## config.mk

```make
export PLATFORM = sky130hd
export DESIGN_NAME = regfile_writeback_queue
export DESIGN_NICKNAME = d
export VERILOG_FILES = /design/src/rtl/regfile_writeback_queue_pkg.sv /design/src/rtl/regfile_writeback_queue_fifo.sv /design/src/rtl/regfile_writeback_queue.sv
export SDC_FILE = /design/constraint.sdc
export NUM_CORES = 1
export LEC_CHECK = 0
export ABC_AREA = 1
export ABC_CLOCK_PERIOD_IN_PS = 5400
export BUFFER_PORTS_ARGS = -buffer_cell sky130_fd_sc_hd__clkbuf_2
export CORE_MARGIN = 1
export CORE_UTILIZATION = 43
export CTS_CLUSTER_SIZE = 20
export DETAILED_ROUTE_END_ITERATION = 16
export RECOVER_POWER = 25
export SYNTH_ARGS = -nofsm -noshare
export SYNTH_HDL_FRONTEND = slang
export SYNTH_HIERARCHICAL = 1
export SYNTH_SLANG_ARGS = --single-unit
export TNS_END_PERCENT = 50
```

## constraint.sdc

```tcl
create_clock -name clk -period 5.4 [get_ports clk]
set_clock_uncertainty 0.2 [all_clocks]
set_input_delay 1.62 -clock clk [delete_from_list [all_inputs] [get_ports clk]]
set_output_delay 1.62 -clock clk [all_outputs]
set_load 0.05 [all_outputs]
```

## src/rtl/regfile_writeback_queue_pkg.sv

```systemverilog
// regfile_writeback_queue_pkg
// Shared constants and types for the register-file write-back queue.
//   DATA_W     : width of one register and of the write data
//   ADDR_W     : register index width
//   NUM_REGS   : number of architectural registers (width of the pending mask)
//   wb_entry_t : one queued register write {dest, data}
//   destOneHot : decodes a register index into a NUM_REGS-wide one-hot mask
package regfile_writeback_queue_pkg;

  localparam int DATA_W   = 16;
  localparam int ADDR_W   = 4;
  localparam int NUM_REGS = 1 << ADDR_W;

  typedef struct packed {
    logic [ADDR_W-1:0] dest;
    logic [DATA_W-1:0] data;
  } wb_entry_t;

  // Used to build the pending mask one entry at a time.
  function automatic logic [NUM_REGS-1:0] destOneHot(input logic [ADDR_W-1:0] dest);
    destOneHot       = '0;
    destOneHot[dest] = 1'b1;
  endfunction

endpackage

```

## src/rtl/regfile_writeback_queue_fifo.sv

```systemverilog
// wb_fifo
// DEPTH-entry synchronous FIFO of register writes with two ordered write
// ports and one read port.
//   clk_i        : clock, rising edge
//   rst_ni       : asynchronous active-low reset, empties the FIFO
//   flush_i      : synchronous clear of pointers and count
//   wr0En_i      : write wr0Entry_i at the tail
//   wr0Entry_i   : older of the two entries written this cycle
//   wr1En_i      : write wr1Entry_i at tail+1 (only used together with wr0En_i)
//   wr1Entry_i   : younger entry written this cycle
//   rdEn_i       : retire the head entry (only asserted when count_o > 0)
//   headEntry_o  : entry at the head pointer
//   count_o      : number of occupied entries, 0..DEPTH
//   slotValid_o  : per-slot occupancy mask
//   slots_o      : raw storage, qualified by slotValid_o
module wb_fifo
  import regfile_writeback_queue_pkg::*;
#(
  parameter int DEPTH = 4
) (
  input  logic                       clk_i,
  input  logic                       rst_ni,
  input  logic                       flush_i,
  input  logic                       wr0En_i,
  input  wb_entry_t                  wr0Entry_i,
  input  logic                       wr1En_i,
  input  wb_entry_t                  wr1Entry_i,
  input  logic                       rdEn_i,
  output wb_entry_t                  headEntry_o,
  output logic [$clog2(DEPTH):0]     count_o,
  output logic [DEPTH-1:0]           slotValid_o,
  output wb_entry_t [DEPTH-1:0]      slots_o
);

  localparam int PTR_W = $clog2(DEPTH);
  localparam int CNT_W = PTR_W + 1;

  wb_entry_t [DEPTH-1:0] mem_q, mem_d;
  logic [PTR_W-1:0]      head_q, head_d;
  logic [PTR_W-1:0]      tail_q, tail_d;
  logic [CNT_W-1:0]      count_q, count_d;
  logic [PTR_W-1:0]      tailPlusOne;
  logic [PTR_W-1:0]      offset;

  // Next-state: pointers wrap naturally because DEPTH is a power of two.
  // Flush discards everything, including any write offered in the same cycle.
  always_comb begin
    mem_d       = mem_q;
    head_d      = head_q;
    tail_d      = tail_q;
    count_d     = count_q;
    tailPlusOne = tail_q + PTR_W'(1);
    if (flush_i) begin
      head_d  = '0;
      tail_d  = '0;
      count_d = '0;
    end else begin
      if (wr0En_i) mem_d[tail_q]      = wr0Entry_i;
      if (wr1En_i) mem_d[tailPlusOne] = wr1Entry_i;
      if (rdEn_i)  head_d = head_q + PTR_W'(1);
      tail_d  = tail_q + PTR_W'(wr0En_i) + PTR_W'(wr1En_i);
      count_d = count_q + CNT_W'(wr0En_i) + CNT_W'(wr1En_i) - CNT_W'(rdEn_i);
    end
  end

  always_ff @(posedge clk_i or negedge rst_ni) begin
    if (!rst_ni) begin
      mem_q   <= '0;
      head_q  <= '0;
      tail_q  <= '0;
      count_q <= '0;
    end else begin
      mem_q   <= mem_d;
      head_q  <= head_d;
      tail_q  <= tail_d;
      count_q <= count_d;
    end
  end

  // A slot is occupied when its distance from the head is below the count.
  always_comb begin
    slotValid_o = '0;
    offset      = '0;
    for (int i = 0; i < DEPTH; i++) begin
      offset         = PTR_W'(i) - head_q;
      slotValid_o[i] = ({1'b0, offset} < count_q);
    end
  end

  assign headEntry_o = mem_q[head_q];
  assign count_o     = count_q;
  assign slots_o     = mem_q;

endmodule

```

## src/rtl/regfile_writeback_queue.sv

```systemverilog
// regfile_writeback_queue
// Collects ALU and load results, keeps them in arrival order and issues at
// most one register-file write per cycle. Publishes a pending mask so decode
// can stall reads of registers that still have writes queued.
//   clk          : clock, rising edge
//   reset        : asynchronous active-low reset
//   flush        : synchronous squash of all queued writes
//   alu_valid/alu_dest/alu_result/alu_ready : ALU result handshake
//   mem_valid/mem_dest/mem_data/mem_ready   : load result handshake
//   reg_write/write_enable/wb_data          : register file write port
//   pending      : bit r set while any queued entry targets register r
module regfile_writeback_queue
  import regfile_writeback_queue_pkg::*;
#(
  parameter int DEPTH = 4
) (
  input  logic                clk,
  input  logic                reset,
  input  logic                flush,
  input  logic                alu_valid,
  input  logic [ADDR_W-1:0]   alu_dest,
  input  logic [DATA_W-1:0]   alu_result,
  output logic                alu_ready,
  input  logic                mem_valid,
  input  logic [ADDR_W-1:0]   mem_dest,
  input  logic [DATA_W-1:0]   mem_data,
  output logic                mem_ready,
  output logic [ADDR_W-1:0]   reg_write,
  output logic                write_enable,
  output logic [DATA_W-1:0]   wb_data,
  output logic [NUM_REGS-1:0] pending
);

  localparam int CNT_W = $clog2(DEPTH) + 1;

  logic [CNT_W-1:0]      count;
  wb_entry_t             headEntry;
  logic [DEPTH-1:0]      slotValid;
  wb_entry_t [DEPTH-1:0] slots;
  logic                  memAccept;
  logic                  aluAccept;
  logic                  headValid;
  wb_entry_t             memEntry;
  wb_entry_t             aluEntry;
  wb_entry_t             wr0Entry;

  // Readiness looks only at the registered count; the retire happening at
  // the same edge is deliberately not counted as free space. The load is the
  // older producer, so with one slot left it wins over the ALU.
  assign mem_ready = (count < CNT_W'(DEPTH));
  assign alu_ready = (count <= CNT_W'(DEPTH - 2)) |
                     ((count == CNT_W'(DEPTH - 1)) & ~mem_valid);

  // Flush drops offers even though ready is still shown to the producers.
  assign memAccept = mem_valid & mem_ready & ~flush;
  assign aluAccept = alu_valid & alu_ready & ~flush;

  assign memEntry = '{dest: mem_dest, data: mem_data};
  assign aluEntry = '{dest: alu_dest, data: alu_result};

  // Port 0 always takes the oldest accepted offer; port 1 only ever carries
  // the ALU result when a load was accepted alongside it.
  assign wr0Entry = memAccept ? memEntry : aluEntry;

  wb_fifo #(
    .DEPTH(DEPTH)
  ) u_fifo (
    .clk_i      (clk),
    .rst_ni     (reset),
    .flush_i    (flush),
    .wr0En_i    (memAccept | aluAccept),
    .wr0Entry_i (wr0Entry),
    .wr1En_i    (memAccept & aluAccept),
    .wr1Entry_i (aluEntry),
    .rdEn_i     (headValid),
    .headEntry_o(headEntry),
    .count_o    (count),
    .slotValid_o(slotValid),
    .slots_o    (slots)
  );

  // The head is presented whenever the queue is non-empty and retires at the
  // next edge, where the register file captures it; idle outputs are zero.
  assign headValid    = (count != '0);
  assign write_enable = headValid;
  assign reg_write    = headValid ? headEntry.dest : '0;
  assign wb_data      = headValid ? headEntry.data : '0;

  // Only occupied slots contribute, so stale storage never leaks into the mask.
  always_comb begin
    pending = '0;
    for (int i = 0; i < DEPTH; i++) begin
      if (slotValid[i]) pending = pending | destOneHot(slots[i].dest);
    end
  end

endmodule

```

# ---- Word-level counts from Yosys, hierarchy flattened
# Cells that the tools add are included.
dict set report totals {
  n_memories 0
  rom_bits 0
  output_inout_bits 39
  regBits 87
  latchBits 0
  mem_bits_rw 0
}
dict set report classes {
  n_lt_le_gt_ge 19
  mul 0
  mux 30
  addsub 11
  n_reduce_logical 8
  eq_ne 1
  shifts 0
  n_div 0
  n_bitwise 13
}
# operator n
set ops {}
lappend ops {{80-bit two-way mux} 3}
lappend ops {{80-bit bitwise mux} 2}
lappend ops {{20-bit demux with 2-bit select} 2}
lappend ops {{16-bit two-way mux} 5}
lappend ops {{20-bit two-way mux} 4}
lappend ops {{16-bit OR} 3}
lappend ops {{20-bit binary-select mux with 2-bit select} 1}
lappend ops {{4-bit by 5-bit less-than comparator with 1-bit output (second input constant)} 4}
lappend ops {{1-bit demux with 4-bit select} 4}
lappend ops {{4-bit by 1-bit greater-or-equal comparator with 1-bit output (second input constant)} 4}
lappend ops {{2-bit by 3-bit less-than comparator with 1-bit output} 4}
lappend ops {{2-bit by 3-bit less-than comparator with 1-bit output (second input constant)} 3}
lappend ops {{3-bit by 1-bit adder with 3-bit output} 2}
lappend ops {{1-bit AND} 6}
lappend ops {{1-bit logical AND} 6}
lappend ops {{2-bit two-way mux} 3}
lappend ops {{2-bit by 1-bit adder with 2-bit output} 2}
lappend ops {{2-bit by 1-bit adder with 2-bit output (second input constant)} 2}
lappend ops {{2-bit by 1-bit greater-or-equal comparator with 1-bit output (second input constant)} 2}
lappend ops {{1-bit two-way mux} 4}
lappend ops {{4-bit two-way mux} 1}
lappend ops {{1-bit by 2-bit subtractor with 2-bit output (first input constant)} 2}
lappend ops {{2-bit subtractor (first input constant)} 2}
lappend ops {{3-bit by 2-bit equality test with 1-bit output (second input constant)} 1}
lappend ops {{other kinds (8)} 10}

# ---- Longest topological paths before layout
dict set report depth {
  word_depth 11
  depth_mapped 11
  depth_no_buf 11
}

# ---- Hierarchy
# Netlist, hierarchy kept.
# module seq_area_each_um2 cells_each area_per_inst_um2 instances
set modules_own_cells {}
lappend modules_own_cells {wb_fifo 2177.1 963 6010.8 1}
lappend modules_own_cells {regfile_writeback_queue 0.0 301 1331.3 1}

# ---- Worst setup path after synthesis
# No wires, ideal clock.
dict set report synth_timing {
  path_kind {input port to output port}
  startpoint {in mem_valid}
  endpoint {out alu_ready}
  cell_stages 1
  path_buffers 0
  slack_ns 1.138
  t_arrival_ns 2.442
  t_required_ns 3.580
  path_cell_list {a31oi_1}
}
dict set report synth_between {
  elab_chain_len 3
}
# item line_no
set synth_rtl {}
lappend synth_rtl {{start, declared} regfile_writeback_queue.sv:24} ;# input logic mem_valid,
lappend synth_rtl {{1-bit NOT} regfile_writeback_queue.sv:52} ;# ((count == CNT_W'(DEPTH - 1)) & ~mem_valid);
lappend synth_rtl {{1-bit AND} regfile_writeback_queue.sv:52}
lappend synth_rtl {{1-bit OR} regfile_writeback_queue.sv:51} ;# assign alu_ready = (count <= CNT_W'(DEPTH - 2)) |
lappend synth_rtl {{end, declared} regfile_writeback_queue.sv:23} ;# output logic alu_ready,
# Every way passes these cells.

# ---- Worst setup path in the final report
dict set report layout_timing {
  startpoint {reg u_fifo.head_q[0]}
  endpoint {out pending[9]}
}
dict set report layout_between {
  elab_cells_between_ends 15
}
# item line_no
set layout_rtl {}
lappend layout_rtl {{start, declared} regfile_writeback_queue_fifo.sv:39} ;# logic [PTR_W-1:0] head_q, head_d;
lappend layout_rtl {{start signal, assigned} regfile_writeback_queue_fifo.sv:69} ;# head_q <= '0;
lappend layout_rtl {{start signal, assigned} regfile_writeback_queue_fifo.sv:74} ;# head_q <= head_d;
lappend layout_rtl {{2-bit subtractor (*)} regfile_writeback_queue_fifo.sv:85} ;# offset = PTR_W'(i) - head_q;
lappend layout_rtl {{2-bit by 3-bit less-than comparator with 1-bit output (*)} regfile_writeback_queue_fifo.sv:86} ;# slotValid_o[i] = ({1'b0, offset} < count_q);
lappend layout_rtl {{net slotValid[2]} regfile_writeback_queue.sv:38} ;# logic [DEPTH-1:0] slotValid;
lappend layout_rtl {{16-bit two-way mux (*)} regfile_writeback_queue.sv:93} ;# if (slotValid[i]) pending = pending | destOneHot(slots[i].dest);
lappend layout_rtl {{16-bit OR} regfile_writeback_queue.sv:93}
lappend layout_rtl {{16-bit two-way mux (*)} regfile_writeback_queue.sv:93}
lappend layout_rtl {{end, declared} regfile_writeback_queue.sv:31} ;# output logic [NUM_REGS-1:0] pending
# The timed path passes the listed nets; every way through them passes the cells marked *.

==> results by group <==
Setup path
  – Element type at the critical path start: flop
  – Largest fanout on the critical path: 21
  – R2R Setup Slk: 2370 ps
  – Signal arrival time at the worst endpoint: 2930 ps
  – Critical path required time: 3580 ps
  – Worst flop-to-flop path startpoint: u_fifo/count_o[2]
  – Capturing point of the worst reg2reg path: u_fifo/slots_o[12]
  – Endpoint class of the critical path: output pin
  – Worst Setup Path Type: flop to output pin
  – Number of cells traversed by the worst register-to-register path: 9

Global routing
  – Largest net degree at the start of global routing: 79
  – Number of antenna violations at the first check in global routing: 0
  – Global-route wire length before repair: 39800 um
  – Overall fraction of global-route tracks in use: 0.289
  – Total overflow reported by the global router: 0
  – Number of global-route vias before repair: 7233

Route
  – Detailed-route wire length: ~25000 um
  – Routed length per placed instance: between 15 and 20 um
  – Post-detailed-route count of antenna-violating nets: 0
  – Routed via count: 8057
  – Number of DRC violations after detailed-routing iteration 0: just under 700
  – First-pass DRT Iterations: 5
  – Number of vias per cell: roughly 5.3
  – DRC violations left: 0

STA
  – Transition at the pin with the smallest max-transition slack: 1810 ps
  – Post-layout minimum cycle time: around 4800 ps
  – Setup-violating endpoint count in the final report: 0
  – Final cycle utilization of the critical path: 0.880
  – Crit path setup slack, layout: 645 ps
  – RSZ-0062 raised after global routing: false
  – Slew margin rel.: -0.210
  – Final-report max-slew violation count: 69
  – Setup TNS after final layout: 0 ps
  – Max Clk Rate: 210 MHz
  – Hold violation count in the final report: 0
  – Post-Route Hold Slack: 303 ps

Logic synthesis
  – Post-synthesis async set-or-reset flop share: 1.00
  – Synth top cells by count: 471 x sky130_fd_sc_hd__nand2_1, 208 x sky130_fd_sc_hd__nor2_1, 168 x sky130_fd_sc_hd__nand3_1
  – Leading post-synthesis cells by cell area: sky130_fd_sc_hd__dfrtp_1 30%, sky130_fd_sc_hd__nand2_1 24%, sky130_fd_sc_hd__nand3_1 11%
  – Mean instance size in the synthesized netlist: around 5.8 um2
  – Yosys synthesis warning count: 6
  – Most instantiated flip-flop cell in the synthesis netlist: sky130_fd_sc_hd__dfrtp_1
  – Sequential cell area fraction in the yosys report: 0.297
  – Netlist area before placement: 7340 um2
  – Synth Instances: 1264
  – Post-Synthesis Net Count: 1317
  – Post-synthesis cell type with the largest combined area: sky130_fd_sc_hd__dfrtp_1
  – Total of flip-flops plus latches after synthesis: 87
  – Area share of the largest cell type after synthesis: 0.297
  – Most used standard cell by instance count after synthesis: sky130_fd_sc_hd__nand2_1
  – EDFF count, synth: 0
  – Netlist cell types: 26

Clock network
  – Post-CTS sizing: 0
  – Inserted Clock Buffers: 9
  – Hold bufs inserted after CTS: 0
  – Clock slew at the register clock pins of the worst setup and hold paths: 70 ps
  – TritonCTS clock tree: built
  – Clock latency at the later pin of the worst-skew pair: 350 ps
  – Master cell of the clock root buffer: sky130_fd_sc_hd__clkbuf_16
  – Maximum clock insertion buffer count: 2
  – Number of post-CTS setup repair buffers: 0
  – H-tree level count: 3
  – Clock net sink count: 87

Min path
  – Hold Path Cell Cnt: 2
  – Path category of the worst min-delay check: flop to flop
  – Hold_sp: u_fifo/slots_o[67]
  – Worst Hold Endpoint: u_fifo/slots_o[67]

Final layout
  – Diodes inserted: 0
  – Syn-to-layout area delta: 10.5%
  – Final instance area: slightly above 8000 um2
  – Fraction of final layout cells sized beyond drive strength 1: 0.115
  – Final core utilization: 0.488
  – Number of nets in the layout: ~1400

Placed design
  – GPL Wtd Cong: 0.915
  – Worst-case setup slack after placement: between 800 and 900 ps
  – HPWL reported at the end of detailed placement: 15900 um
  – Total of buffers placed on input and output ports: 83
  – Area of placed instances: 7830 um2

Power and ir drop
  – Peak VDD IR: 0.347 mV
  – Power density of the placed cells: ~580 nW/um2
  – Static leakage power: 4.59 nW

Floorplanning
  – Width of the die: 133 um
  – Floorplan row count: 47
  – Core Footprint: ~17000 um2
  – Effective utilization at floorplan: 0.441
  – Overall die height: around 130 um
  – Total I/O pin count: 84
  – Die Outline Area: 17600 um2

Outcome
  – Violated checks: max-capacitance violations, max-slew violations
  – Status: finished, violations left

Flow run
  – Maximum capacitance violations: 1
[worst max-delay path, stage by stage (launching register included)]
cell and delay [ps]:
sky130_fd_sc_hd__dfrtp_1 440, sky130_fd_sc_hd__inv_1 110, sky130_fd_sc_hd__nor2_1 100, sky130_fd_sc_hd__buf_4 320, sky130_fd_sc_hd__nor2_1 140, sky130_fd_sc_hd__ha_1 290
sky130_fd_sc_hd__a21oi_1 60, sky130_fd_sc_hd__or2_2 360, sky130_fd_sc_hd__nand3_1 210, sky130_fd_sc_hd__nor2_1 60, sky130_fd_sc_hd__nor2_1 160, sky130_fd_sc_hd__nand2_1 90
sky130_fd_sc_hd__clkbuf_2 240
[how the worst max path moves through the flow]
stage                           startpoint                 end  slack (ps)  cells past startpoint
after global routing      u_fifo/head_q[0]         pending[10]         470                     12
after global placement               flush  u_fifo/slots_o[44]         920                     10
after floorplan                  mem_valid           alu_ready        1140                      1
final                     u_fifo/head_q[0]          pending[9]         650                     12
after detailed placement             flush  u_fifo/slots_o[46]         800                     10
after CTS                 u_fifo/head_q[0]          pending[9]         650                     12
[state kept, by name, indices dropped and copies added (netlist names)]
name	flops
u_fifo/head_q	2
u_fifo/slots_o	80
u_fifo/count_o	3
u_fifo/tail_q	2
[cells in the final DEF (no fill, tap or decap), drive strengths merged]
cell type | Yosys | routed
or2 | 4 | 4
ha | 5 | 5
nand2 | 471 | 471
o22ai | 1 | 1
nand4 | 42 | 42
a31oi | 1 | 1
inv | 125 | 125
a21oi | 24 | 24
bufinv | 0 | 1
nor3 | 1 | 1
dfrtp | 87 | 87
nand3 | 168 | 168
a22oi | 19 | 19
buf | 44 | 21
nand3b | 1 | 1
nor2 | 209 | 209
o21ai | 21 | 21
clkinvlp | 0 | 2
clkbuf | 35 | 93
o21bai | 1 | 1
xnor2 | 1 | 1
clkinv | 0 | 2
xor2 | 1 | 1
fa | 3 | 3
[report_power, final]
part           total [W]  leakage, nW  switching, W  internal, W
clock network   0.000640        0.136      0.000281     0.000359
registers        0.00130         1.15      0.000348     0.000953
logic            0.00278         3.31       0.00200     0.000780
total            0.00472         4.59       0.00263      0.00209
[stage by stage]
stage | std cells | total power, W
after floorplan | 1264 | 0.00334
after global placement | 1508 | 0.00406
after detailed placement | 1508 | 0.00406
after CTS | 1524 | 0.00472
after global routing | 1524 | 0.00511
final | 1524 | 0.00472
[area by class of cell]
type | count | area [um2]
well taps | 220 | 275
flip-flops and latches | 87 | 2180
clock buffers | 11 | 233
multi-input cells | 973 | 4340
inverters | 125 | 469
clock inverters | 5 | 58.8
repair buffers | 103 | 568
fillers | 1782 | 8530
[cell families after synthesis]
| kind of cell | after synthesis | synth area share |
|---|---|---|
| flops | 87 | 0.297 |
| simple gates | 896 | 0.506 |
| buf+inv | 204 | 0.116 |
| fa+ha+maj | 8 | 0.0167 |
| compound gates | 67 | 0.0631 |
| xor+xnor | 2 | 0.00239 |
[routing by layer]
metal / vias to the layer above / share of wire / global-route usage
met2: 316 / 0.45 / 0.461
met1: 3680 / 0.46 / 0.402
li1: 4033 / - / -
met5: - / 0 / 0
met3: 28 / 0.072 / 0.0471
met4: 0 / 0.016 / 0.0798
(Power assumes the default switching activity.)
